**config.mk**
```make
export PLATFORM = sky130hd
export DESIGN_NAME = vga_frame_capture
export DESIGN_NICKNAME = d
export VERILOG_FILES = /design/src/rtl/vga_frame_capture.sv
export SDC_FILE = /design/constraint.sdc
export NUM_CORES = 1
export LEC_CHECK = 0
export CAP_MARGIN = 20
export CORE_ASPECT_RATIO = 0.8
export CORE_UTILIZATION = 45
export CTS_BUF_LIST = sky130_fd_sc_hd__clkbuf_16
export CTS_CLUSTER_DIAMETER = 120
export DETAILED_ROUTE_END_ITERATION = 16
export PLACE_DENSITY = 0.66
export SLEW_MARGIN = 20
export SYNTH_ARGS = -nofsm -noshare
export SYNTH_HDL_FRONTEND = slang
export SYNTH_SLANG_ARGS = --single-unit
```
**constraint.sdc**
```tcl
create_clock -name Clock -period 3.6 [get_ports Clock]
set_input_delay 1.08 -clock Clock [delete_from_list [all_inputs] [get_ports Clock]]
set_output_delay 1.08 -clock Clock [all_outputs]
set_load 0.03 [all_outputs]
```
**src/rtl/vga_frame_capture.sv**
```systemverilog
// VGA sink: recovers row/col from sync edges, checks timing and
// downsamples locked frames into 32x32-cell, 3-bit capture-RAM writes.
//
// Ports:
//   Clock, Reset        one pixel per clock; sync active-high reset
//   iHSync, iVSync      syncs from the VGA controller
//   iRed/iGreen/iBlue   pixel bits
//   oWriteEnable        capture-RAM write strobe (one cycle)
//   oWriteAddress       {row[8:4], col[9:5]}
//   oDataOut            {R,G,B} of the cell-centre pixel
//   oLocked             timing lock achieved
//   oFrameDone          pulse at the end of each captured frame
//   oSyncError          pulse on any timing violation
//   oFrameCount         captured frames, wraps

module vga_frame_capture #(
    parameter int H_VISIBLE   = 640,
    parameter int H_FRONT     = 16,
    parameter int H_SYNC      = 96,
    parameter int H_BACK      = 48,
    parameter int V_VISIBLE   = 480,
    parameter int V_FRONT     = 10,
    parameter int V_SYNC      = 2,
    parameter int V_BACK      = 33,
    parameter bit SYNC_ACTIVE = 1'b0
) (
    input  logic       Clock,
    input  logic       Reset,
    input  logic       iHSync,
    input  logic       iVSync,
    input  logic       iRed,
    input  logic       iGreen,
    input  logic       iBlue,
    output logic       oWriteEnable,
    output logic [9:0] oWriteAddress,
    output logic [2:0] oDataOut,
    output logic       oLocked,
    output logic       oFrameDone,
    output logic       oSyncError,
    output logic [7:0] oFrameCount
);

    localparam int H_TOTAL = H_VISIBLE + H_FRONT + H_SYNC + H_BACK;
    localparam int V_TOTAL = V_VISIBLE + V_FRONT + V_SYNC + V_BACK;

    localparam logic [9:0] H_LAST   = 10'(H_TOTAL - 1);
    localparam logic [9:0] V_LAST   = 10'(V_TOTAL - 1);
    localparam logic [9:0] HS_LAST  = 10'(H_SYNC - 1);
    localparam logic [9:0] H_START  = 10'(H_SYNC + H_BACK);
    localparam logic [9:0] H_END    = 10'(H_SYNC + H_BACK + H_VISIBLE);
    localparam logic [9:0] V_START  = 10'(V_SYNC + V_BACK);
    localparam logic [9:0] V_END    = 10'(V_SYNC + V_BACK + V_VISIBLE);

    typedef enum logic [1:0] {
        SEARCH,
        VERIFY,
        LOCKED
    } state_t;

    state_t     state_q, state_d;

    logic       hs1_q, hs1_d;
    logic       vs1_q, vs1_d;
    logic       hs2_q, hs2_d;
    logic       vs2_q, vs2_d;
    logic [2:0] rgb1_q, rgb1_d;

    logic [9:0] hcnt_q, hcnt_d;
    logic [9:0] vcnt_q, vcnt_d;

    logic       we_q, we_d;
    logic [9:0] addr_q, addr_d;
    logic [2:0] data_q, data_d;
    logic       done_q, done_d;
    logic       err_q, err_d;
    logic [7:0] fcnt_q, fcnt_d;

    logic       h_edge;
    logic       h_end;
    logic       v_edge;
    logic       bad;
    logic       err;
    logic       cap;
    logic [9:0] col;
    logic [8:0] row;

    always_comb begin
        hs1_d  = iHSync;
        vs1_d  = iVSync;
        rgb1_d = {iRed, iGreen, iBlue};
        hs2_d  = hs1_q;
        vs2_d  = vs1_q;

        h_edge = (hs1_q == SYNC_ACTIVE) && (hs2_q != SYNC_ACTIVE);
        h_end  = (hs1_q != SYNC_ACTIVE) && (hs2_q == SYNC_ACTIVE);
        v_edge = (vs1_q == SYNC_ACTIVE) && (vs2_q != SYNC_ACTIVE);

        // hcnt_d/vcnt_d are the position of the stage-1 pixel;
        // hcnt_q/vcnt_q therefore describe the pixel before it.
        hcnt_d = h_edge ? 10'd0 : hcnt_q + 10'd1;
        if (v_edge) begin
            vcnt_d = 10'd0;
        end else if (h_edge) begin
            vcnt_d = vcnt_q + 10'd1;
        end else begin
            vcnt_d = vcnt_q;
        end

        col = hcnt_d - H_START;
        row = 9'(vcnt_d - V_START);

        cap = (hcnt_d >= H_START) && (hcnt_d < H_END)
           && (vcnt_d >= V_START) && (vcnt_d < V_END)
           && (col[4:0] == 5'd16) && (row[3:0] == 4'd8);

        // Period: previous pixel closed the line at H_TOTAL-1.
        // Width: first inactive pixel sits at position H_SYNC.
        bad = (h_edge && (hcnt_q != H_LAST))
           || (h_end  && (hcnt_q != HS_LAST))
           || (v_edge && (vcnt_q != V_LAST));
        err = (state_q != SEARCH) && bad;

        state_d = state_q;
        we_d    = 1'b0;
        addr_d  = addr_q;
        data_d  = data_q;
        done_d  = 1'b0;
        err_d   = err;
        fcnt_d  = fcnt_q;

        unique case (state_q)
            SEARCH: begin
                if (v_edge) begin
                    state_d = VERIFY;
                end
            end
            VERIFY: begin
                if (err) begin
                    state_d = SEARCH;
                end else if (v_edge) begin
                    state_d = LOCKED;
                end
            end
            LOCKED: begin
                if (err) begin
                    state_d = SEARCH;
                end else begin
                    if (v_edge) begin
                        done_d = 1'b1;
                        fcnt_d = fcnt_q + 8'd1;
                    end
                    if (cap) begin
                        we_d   = 1'b1;
                        addr_d = {row[8:4], col[9:5]};
                        data_d = rgb1_q;
                    end
                end
            end
            default: begin
                state_d = SEARCH;
            end
        endcase
    end

    always_ff @(posedge Clock) begin
        if (Reset) begin
            // Syncs reset to the asserted level so a line already
            // in progress cannot look like a fresh sync edge.
            hs1_q   <= SYNC_ACTIVE;
            vs1_q   <= SYNC_ACTIVE;
            hs2_q   <= SYNC_ACTIVE;
            vs2_q   <= SYNC_ACTIVE;
            rgb1_q  <= 3'd0;
            hcnt_q  <= 10'd0;
            vcnt_q  <= 10'd0;
            state_q <= SEARCH;
            we_q    <= 1'b0;
            addr_q  <= 10'd0;
            data_q  <= 3'd0;
            done_q  <= 1'b0;
            err_q   <= 1'b0;
            fcnt_q  <= 8'd0;
        end else begin
            hs1_q   <= hs1_d;
            vs1_q   <= vs1_d;
            hs2_q   <= hs2_d;
            vs2_q   <= vs2_d;
            rgb1_q  <= rgb1_d;
            hcnt_q  <= hcnt_d;
            vcnt_q  <= vcnt_d;
            state_q <= state_d;
            we_q    <= we_d;
            addr_q  <= addr_d;
            data_q  <= data_d;
            done_q  <= done_d;
            err_q   <= err_d;
            fcnt_q  <= fcnt_d;
        end
    end

    assign oWriteEnable  = we_q;
    assign oWriteAddress = addr_q;
    assign oDataOut      = data_q;
    assign oLocked       = (state_q == LOCKED);
    assign oFrameDone    = done_q;
    assign oSyncError    = err_q;
    assign oFrameCount   = fcnt_q;

endmodule

```
After elaboration in Yosys (flattened, before gate mapping):

Cells that the tools add are included.
Widths: inputs -> output; s select.

* register bits: 53
* word-level logic and storage cells: 68
* output and inout port bits: 25
* input port bits: 7

* equality and inequality tests: 10
* bitwise logic cells: 5
* add/subtract/negate cells: 5
* reductions and logical operators: 20
* multiplexer cells: 10
* order comparisons: 4

Operators with widths (number)
* $mux 10: 3
* $add 10x1->10 const B: 2
* $lt 10x10->1 const B: 2
* $ne 10x10->1 const B: 2
* $logic_and 1x1->1: 12
* $ge 10x6->1 const B: 1
* $ge 10x8->1 const B: 1
* $ne 10x7->1 const B: 1
* $sub 10x8->10 const B: 1
* $reduce_and 3->1: 3
* $sub 9x6->9 const B: 1
* $add 8x1->8 const B: 1
* $mux 2: 4
* $pmux 2 s3: 1
* $eq 5x5->1 const B: 1
* $not 1->1: 5
* $eq 4x4->1 const B: 1
* $ne 3x3->1 const B: 1
* $reduce_or 3->1: 1
* $eq 2x1->1 const B: 1
* $eq 2x2->1 const B: 1
* $logic_not 2->1: 1
* $logic_or 1x1->1: 2
* $mux 1: 2
* 3 further kinds: 3

Depth between registers and ports, before layout:

* depth in word-level cells: 10
* depth in mapped cells: 13
* mapped depth without buffers: 11

Worst setup path after synthesis:

No wires, ideal clock.

* path kind: register to register
* start point: register hcnt_q[0]
* end point: register addr_q[4] (netlist: oWriteAddress[4])
* clock period less this slack: 2.727 ns
* buffers on the path: 1
* setup slack: 0.873 ns
* arrival: 2.658 ns
* data required time: 3.531 ns
* library setup time: 0.069 ns
* cell stages (with the launch flop): 13
* cells stage by stage: dfxtp_1 ha_1 buf_4 nand3_1 xor2_1 or2_2 ha_1 o21ai_0 a311oi_1 o2bb2ai_1 o221ai_1 or4_1 o21ai_1

* longest elaborated chain between the ends: 9
* elaborated cells between the ends (all ways): 20
* those cells by class: add/sub: 2; order compare: 2; eq/ne: 3; mux: 1; bitwise: 1; reduce/logical: 11

RTL lines
* start: declaration: RTL line 68 `logic [9:0] hcnt_q, hcnt_d;`
* start signal: assignment: RTL line 189 `hcnt_q <= hcnt_d;`
* parallel branches: the longest is 9 deep, another holds $add 10x1->10
* end signal: assignment: RTL line 193 `addr_q <= addr_d;`
* end: declaration: RTL line 72 `logic [9:0] addr_q, addr_d;`

Several ways; the timed one is not identified.
A chain may end at the register's enable or synchronous reset.

Worst setup path after layout:

* start point: register hcnt_q[0]
* end point: register addr_q[1] (netlist: oWriteAddress[1])

The elaborated chain is that of the path after synthesis.

==> run_results.csv <==
group,metric,value,unit
timing,setup_viol,0,
timing,slew_headroom,0.549,
pwr,ir_drop,0.222,mV
global_route,grt_pass1_wl,10.9,mm
setup_path,cpMaxStageDelayCell,"nor4_4",
timing,rsz0062_at_grt,"false",
timing,hold_viol,0,
setup_path,path_buf_inv,0,
cts,clk_pin_slew,70,ps
timing,max_freq,314,MHz
synthesis,synthAdderAreaFrac,0.0261,
synthesis,synthFlopType,"dfxtp_1",
global_route,grt.overflow.total,0,
routing,ant_nets,0,
final_layout,synthToLayoutAreaGrowth,17.0,%
cts,cts_root_buffer,"clkbuf_16",
synthesis,synth_top_family_by_area,"simple AND/OR/NAND/NOR gates",
global_route,first_global_vias,2254,
pwr,p_seq_frac,0.532,
pwr,p_per_area,337,nW/um^2
floorplanning,die_w,91.4,um
cts,htree_levels,2,
cts,clk-insertion-delay-late,290,ps
routing,vias,2532,
cts,cts_tree,"built",
setup_path,cp_data_required_time,3820,ps
pwr,leakage,1.09,nW
synthesis,synth_edf_count,0,
synthesis,ys_seq_elements,53,
floorplanning,die_area,6720,sq um
setup_path,cp-end-kind,"flop",
routing,wl,6.55,mm
pwr,combPwrFrac,0.045,
setup_path,critPathLaunch,"hcnt_q[0]$_SDFF_PP0_",
setup_path,critPathTopFamily,"simple AND/OR/NAND/NOR gates",
timing,fin_crit,3190,ps
global_route,grt_usage,0.203,
synthesis,ys_types,65,
floorplanning,placement_rows,25,
final_layout,nets,374,
timing,layout_setup_ws,413,ps
cts,cts_sinks,53,
floorplanning,die_h,73.5,um
synthesis,synth_compound_area_frac,0.179,
cts,postCtsHoldBufs,0,
final_layout,final.fill_count,555,
cts,cts_buffers,5,
routing,drt-initial-drc-count,211,
job,drv_cap,0,
routing,wl_per_cell,14.8,um
synthesis,yosys.area_share.simple,0.284,
final_layout,drive_gt1_frac,0.0746,
final_layout,diodes,0,
synthesis,yosysWarnings,0,
synthesis,synth.top_cell.area_share,0.369,
synthesis,async_flop_share,0,
timing,finClkSkew,11.0,ps
timing,final_max_slew_viol_count,0,
synthesis,yosysTopAreaCell,"dfxtp_1",
pwr,switching_share,0.230,
setup_path,slowest_delay,510,ps
routing,first_pass_iters,4,
synthesis,synthTopCellsByArea,"dfxtp_1 37%, xor2_1 4.3%, nor2_1 3.7%",
placed_design,dp_slack,376,ps
synthesis,synthMuxAreaShare,0.0139,
synthesis,syn_area,2880,sq um
placed_design,gp_congestion,0.899,
global_route,grt_start_max_net_pins,49,
synthesis,syn-num-nets,350,
setup_path,worstPathCellList,"ha_1, nand4_4, o41ai_1, nand4_1, nor4_4, o221ai_2, or3_1, a21oi_1",
synthesis,syn_inst,337,
pwr,clkPwrFrac,0.423,
timing,tns,0,ps
placed_design,portBuffers,31,
global_route,antenna_found_initial,0,
setup_path,crit_fanout,11,
synthesis,yosysSeqAreaShare,0.369,
pwr,power.net_switching,261,uW
synthesis,ys_top_cells_by_count,"53 x dfxtp_1, 28 x nor2_1, 20 x nor3_1, 20 x o21ai_0, 19 x nand2_1",
min_path,hold_path_class,"flop to flop",
timing,tightest_slew,675,ps
routing,remaining_drc_errors,0,
setup_path,timing.rr.start,"hcnt_q[0]$_SDFF_PP0_",
floorplanning,coreArea,6040,sq um
synthesis,avgSynthCellArea,8.54,sq um
placed_design,place_hpwl,4.74,mm
setup_path,crit_arrival,3410,ps
floorplanning,io_pins,32,
outcome,status,"complete, no violations",
routing,viasPerCell,5.72,
synthesis,yosysMostFrequentCell,"dfxtp_1",
synthesis,synthXorXnorAreaFrac,0.0761,
floorplanning,start_util,0.476,
pwr,intPower,873,uW
min_path,hold_start,"oWriteAddress[8]$_SDFFE_PP0P_",
timing,final.period_utilization,0.885,
setup_path,path_class,"flop to flop",
cts,clk_path_buf_depth,2,
setup_path,cp-start-kind,"flop",
[timing repair]
item | in CTS | in global routing
endpoints found under the setup margin | 0 | 1
gates resized for setup | 0 | 1
setup buffers | 0 | 0
[path summary, 6_finish.rpt]
| kind | slack (ps) | to | cells after the start |
|---|---|---|---|
| setup reg to reg | 410 | oWriteAddress[1]$_SDFFE_PP0P_ | 8 |
| hold reg to reg | 450 | oWriteAddress[8]$_SDFFE_PP0P_ | 2 |
| setup / recovery | 410 | oWriteAddress[1]$_SDFFE_PP0P_ | 8 |
| hold / removal | 450 | oWriteAddress[8]$_SDFFE_PP0P_ | 2 |
[power groups by stage]
stage,clock (mW),combinational [mW],sequential [mW]
3_3_place_gp,0,0.0512,0.616
3_5_place_dp,0,0.0512,0.617
6_report,0.479,0.0513,0.603
2_1_floorplan,0,0.0387,0.613
4_1_cts,0.489,0.0514,0.603
5_1_grt,0.511,0.0565,0.605
[tightest hold or removal path, cell delays in order (launching register included)]
cell and delay, ps:
dfxtp_1 310, nand2_1 60, o21ai_1 50
[cells in the final DEF (no fill, tap or decap), types with 3 or more instances in the layout]
cell type / n
o21ai_0: 20
a21oi_1: 17
o31a_1: 3
nor3_1: 20
nand4_1: 11
nor2_1: 28
o21ai_1: 4
xor2_1: 14
buf_4: 6
or3_1: 4
dfxtp_1: 53
clkdlybuf4s50_1: 30
nor2b_1: 12
or4_1: 3
clkbuf_16: 5
o21a_1: 4
and3_1: 3
nand2_1: 19
ha_1: 6
and2_1: 3
nand3_1: 9
o41ai_1: 4
mux2i_1: 4
xnor2_1: 11
inv_1: 8
nor4_1: 7
nand2b_1: 4
[layer usage]
| metal | part of all wire | vias up | GRT usage |
|---|---|---|---|
| met1 | 0.50 | 1160 | 0.301 |
| met5 | 0 | - | 0 |
| met3 | 0.070 | 10 | 0.0342 |
| met4 | 0.015 | 0 | 0.0670 |
| li1 | - | 1278 | - |
| met2 | 0.42 | 84 | 0.298 |
[flip-flops by register name (all words and copies together) (netlist names)]
| register | cells |
|---|---|
| hcnt_q | 10 |
| hs1_q | 1 |
| hs2_q | 1 |
| oDataOut | 3 |
| oFrameCount | 8 |
| oFrameDone | 1 |
| oSyncError | 1 |
| oWriteAddress | 10 |
| oWriteEnable | 1 |
| rgb1_q | 3 |
| state_q | 2 |
| vcnt_q | 10 |
| vs1_q | 1 |
| vs2_q | 1 |
[cell type report]
cell class / count / area, sq um / area share
Timing Repair Buffer: 37 / 350 / 0.104
Clock buffer: 5 / 125 / 0.0372
Tap cell: 81 / 101 / 0.0301
Multi-Input combinational cell: 255 / 1670 / 0.497
Clock inverter: 3 / 20.0 / 0.00595
Sequential cell: 53 / 1060 / 0.315
Inverter: 9 / 33.8 / 0.0100
[per-stage QoR]
| step | std cells | total power [mW] | area [sq um] | utilization | hold WS [ps] |
|---|---|---|---|---|---|
| global placement | 435 | 0.667 | 3210 | 0.532 | 444 |
| detailed placement | 435 | 0.668 | 3210 | 0.532 | 445 |
| floorplan | 337 | 0.652 | 2880 | - | 436 |
| finish | 443 | 1.13 | 3360 | 0.557 | 454 |
| global route | 443 | 1.17 | 3360 | 0.557 | 473 |
| CTS | 443 | 1.14 | 3360 | 0.556 | 454 |
[cells by family (layout without fill, tap and decap cells)]
logic type	Yosys count	count (layout)
buf+inv	29	54
mux	4	4
simple gates	144	144
fa+ha+maj	6	6
flops	53	53
compound gates	76	76
xor+xnor	25	25
(Power assumes the default switching activity.)
